$ cat src/rtl/demux1to4_32_hs.sv
// Registered 1-to-4 demultiplexer with a valid/ready handshake on the source side and on each channel.
// Define DEMUX_CNT_EN to add per-channel transfer counters, which are exposed on xfer_cnt.
module demux1to4_32_hs #(
  parameter int WIDTH = 32,
  parameter int CNT_W = 16
) (
  input  logic             clk,
  input  logic             rst_n,
  input  logic [WIDTH-1:0] din,
  input  logic [1:0]       select,
  input  logic             in_valid,
  output logic             in_ready,
  output logic [WIDTH-1:0] d0,
  output logic [WIDTH-1:0] d1,
  output logic [WIDTH-1:0] d2,
  output logic [WIDTH-1:0] d3,
  output logic             d0_valid,
  output logic             d1_valid,
  output logic             d2_valid,
  output logic             d3_valid,
  input  logic             d0_ready,
  input  logic             d1_ready,
  input  logic             d2_ready,
  input  logic             d3_ready
`ifdef DEMUX_CNT_EN
  ,
  output logic [4*CNT_W-1:0] xfer_cnt
`endif
);

  // state   | meaning
  // S_EMPTY | channel holds no undelivered word
  // S_FULL  | channel holds a word awaiting its consumer
  localparam logic [0:0] S_EMPTY = 1'b0;
  localparam logic [0:0] S_FULL  = 1'b1;

  logic [0:0]       state_q [4];
  logic [0:0]       state_d [4];
  logic [WIDTH-1:0] data_q  [4];
  logic [WIDTH-1:0] data_d  [4];
  logic [3:0]       full;
  logic [3:0]       rdy;
  logic             accept;

  assign rdy = {d3_ready, d2_ready, d1_ready, d0_ready};

  always_comb begin
    for (int i = 0; i < 4; i++) begin
      full[i] = (state_q[i] == S_FULL);
    end
  end

  // A full channel can take a new word in the same cycle that its consumer drains it.
  assign in_ready = ~full[select] | rdy[select];
  assign accept   = in_valid & in_ready;

  always_comb begin
    for (int i = 0; i < 4; i++) begin
      state_d[i] = state_q[i];
      data_d[i]  = data_q[i];
      if (accept && (select == 2'(i))) begin
        state_d[i] = S_FULL;
        data_d[i]  = din;
      end else if (full[i] && rdy[i]) begin
        state_d[i] = S_EMPTY;
      end
    end
  end

  always_ff @(posedge clk or negedge rst_n) begin
    if (!rst_n) begin
      for (int i = 0; i < 4; i++) begin
        state_q[i] <= S_EMPTY;
        data_q[i]  <= '0;
      end
    end else begin
      for (int i = 0; i < 4; i++) begin
        state_q[i] <= state_d[i];
        data_q[i]  <= data_d[i];
      end
    end
  end

  assign d0 = data_q[0];
  assign d1 = data_q[1];
  assign d2 = data_q[2];
  assign d3 = data_q[3];

  assign d0_valid = full[0];
  assign d1_valid = full[1];
  assign d2_valid = full[2];
  assign d3_valid = full[3];

`ifdef DEMUX_CNT_EN
  logic [CNT_W-1:0] cnt_q [4];
  logic [CNT_W-1:0] cnt_d [4];

  // The counters wrap naturally at 2^CNT_W.
  always_comb begin
    for (int i = 0; i < 4; i++) begin
      cnt_d[i] = cnt_q[i];
      if (accept && (select == 2'(i))) begin
        cnt_d[i] = cnt_q[i] + 1'b1;
      end
    end
  end

  always_ff @(posedge clk or negedge rst_n) begin
    if (!rst_n) begin
      for (int i = 0; i < 4; i++) begin
        cnt_q[i] <= '0;
      end
    end else begin
      for (int i = 0; i < 4; i++) begin
        cnt_q[i] <= cnt_d[i];
      end
    end
  end

  assign xfer_cnt = {cnt_q[3], cnt_q[2], cnt_q[1], cnt_q[0]};
`else
  // CNT_W only sizes the counters; this keeps the parameter referenced when the counters are left out.
  logic [31:0] unused_cnt_w;
  assign unused_cnt_w = 32'(CNT_W);
`endif

endmodule

$ cat config.mk
export PLATFORM = sky130hd
export DESIGN_NAME = demux1to4_32_hs
export DESIGN_NICKNAME = d
export VERILOG_FILES = /design/src/rtl/demux1to4_32_hs.sv
export SDC_FILE = /design/constraint.sdc
export NUM_CORES = 1
export LEC_CHECK = 0
export BUFFER_PORTS_ARGS = -buffer_cell sky130_fd_sc_hd__buf_2
export CAP_MARGIN = 20
export CORE_UTILIZATION = 40
export DETAILED_ROUTE_END_ITERATION = 10
export PLACE_DENSITY = 0.78
export REMOVE_ABC_BUFFERS = 1
export SETUP_SLACK_MARGIN = 0.4
export SLEW_MARGIN = 20
export SYNTH_ARGS = -nofsm -noshare
export SYNTH_HDL_FRONTEND = slang
export SYNTH_SLANG_ARGS = --single-unit
$ cat constraint.sdc
create_clock -name clk -period 1.5 [get_ports clk]
set_input_delay 0.225 -clock clk [delete_from_list [all_inputs] [get_ports clk]]
set_output_delay 0.225 -clock clk [all_outputs]
set_load 0.05 [all_outputs]
==> results.cfg <==
[setup_path]
arrival_ns = 1.51
r2r_end = d1[22]
ff2ff_path_depth = 7
ff2ff_setup_slack_ns = -0.16
end_kind = primary output
cp.required_ns = 1.27
path_class = reg2out
r2r-start = d1_valid
crit_path_start_kind = register
cp_max_fo = 2

[floorplan]
ios = 174
row_count = 40
core_mm2 = 0.0121
die-area_mm2 = 0.0130
die_w_um = 114
start_util = 0.413
die_height_um = 114

[clock_tree]
cts_tree = yes
clk_pin_slew_ns = 0.05
cts.sinks = 132
insertion_delay_ns = 0.41
clk_root_buffer_cell = clkbuf_16
clock_path_buffers = 2
htree_levels = 4
cts_made_buffers = 17

[sta]
post-route-period-util = 1.16
clock.fmax_ghz = 0.577
setup_ws_ns = -0.233
setup_viol = 98
worst_pin_slew_ns = 0.401
hold_viol = 0
maxSlewHeadroom = 0.733
whs_ns = 0.0964
skew_ns = 0.00761
period_needed_ns = 1.73
rsz0062_at_grt = true
drv_slew = 0

[grt]
grt_usage = 0.249
grt_max_degree = 77
antenna_found_initial = 0
grt_pass1_wl_um = 23500
first_global_vias = 4043
grt.overflow.total = 0

[cells_and_area]
n_antenna_cell = 0
fin_util = 0.748
areaGrowthSynthToFinish_pct = 81.2
finalNonFillerCells = 766
nets = 629
layout-drive-gt1-share = 0.753

[pwr]
power_per_cell_area_mw_per_mm2 = 1710
irDropWorstVdd_mv = 1.16
power_leakage_nw = 4.46
total_power_mw = 15.5

[synth]
synthCells = 292
synth.distinct_cells = 16
synth_area_leader_cell = dfrtp_1
ys_ff_latch = 132
synth_common_cells = dfrtp_1 (132), mux2_2 (124), buf_6 (9)
synth.cell_area_mm2 = 0.00500
netlist.area_leader.share = 0.661
yosysMostFrequentCell = dfrtp_1
yosysSeqAreaShare = 0.661
synth_edf_count = 0
ys.warnings.count = 0
synth.area.top_cells = dfrtp_1 (66%), mux2_2 (28%), buf_6 (2.0%)
synth_ff_type = dfrtp_1
async_reset_ff_frac = 1.00
avgSynthCellArea_um2 = 17.1

[worst_hold_path]
min_from = din[20]
min_path_cells = 2
hold_path_class = in2reg
hold_end = d0[20]

[route]
drcViolationCount = 0
vias_per_cell = 4.94
drtAntennaViolNets = 0
vias = 3782
first_pass_iters = 4
wire_per_inst_um = 21.4
drt_iter0_drc = 191
wl_um = 16400

[outcome]
status = complete, but fails checks
violations = setup timing

[placed_design]
pre_cts_slack_ns = 0.0388
dp_hpwl_um = 7470
port_buffers = 173
placed_cells = 628
place.gp.congestion = 0.739

[job]
cap_violations = 0
-- worst max-delay path by stage --
stage,from,to,slack [ns]
5_1_grt,d1_valid,in_ready,-0.30
3_5_place_dp,d1_valid,d1[13],0.04
3_3_place_gp,d1_valid,d1[17],0.08
2_1_floorplan,d3_valid,d3[0],-1.24
4_1_cts,d3_valid,in_ready,-0.22
6_report,d1_valid,in_ready,-0.23
-- repair_timing --
item,4_1_cts,5_1_grt
gates resized for setup,368,27
endpoints found under the hold margin,132,0
pin swaps,1,1
hold buffers,1,0
cloned,11,1
setup buffers,45,51
setup endpoints to repair,261,262
-- logic make-up after synthesis --
kind of cell / synth area share
DFF: 0.661
AOI/OAI and AO/OA: 0.00100
and+or+nand+nor: 0.0193
buffers and inverters: 0.0263
muxes: 0.293
-- critical path: stages, from the launching register on --
cell and delay, ns:
dfrtp_1 0.35, nand2b_1 0.09, mux4_2 0.49, buf_8 0.17
-- where the power goes --
group / internal [mW] / switching [mW]
Sequential: 4.31 / 0.617
Combinational: 3.02 / 3.76
Clock: 2.37 / 1.45
-- state kept, by name, indices dropped and copies added, names as in the netlist --
name / flops
d0: 32
d1: 32
d2: 32
d3: 32
d0_valid: 1
d1_valid: 1
d2_valid: 1
d3_valid: 1
-- layout by cell type (no fill, tap or decap), types with 3 or more instances in the layout --
cell type and n:
buf_6 137, buf_2 39, buf_4 87, clkinv_2 3, clkbuf_8 3, nand2_1 4, mux2_4 105, dfrtp_1 132
buf_16 11, nand2b_1 4, buf_12 14, clkbuf_16 18, mux2_2 23, clkbuf_1 4
-- final cells by class --
class,instances,area (um^2)
sequential,132,3300
fill,674,3050
timing repair buffer,292,3040
multi-input combinational,145,1970
clock buffer,24,482
tap,168,210
clock inverter,5,52.6
-- routing by layer --
layer | vias up | part of all wire | track usage
met3 | 22 | 0.056 | 0.0792
met5 | - | 0 | 0
li1 | 1628 | - | -
met4 | 0 | 0.019 | 0.0719
met1 | 1987 | 0.40 | 0.299
met2 | 145 | 0.53 | 0.429
-- stage by stage --
step | TNS (ns) | cell area [um^2]
global placement | 0 | 6160
finish | -6.23 | 9060
CTS | -2.12 | 8570
detailed placement | 0 | 6160
global route | -12.52 | 9060
floorplan | -101.66 | 4870
No activity file was read; power rests on OpenSTA's default activity.
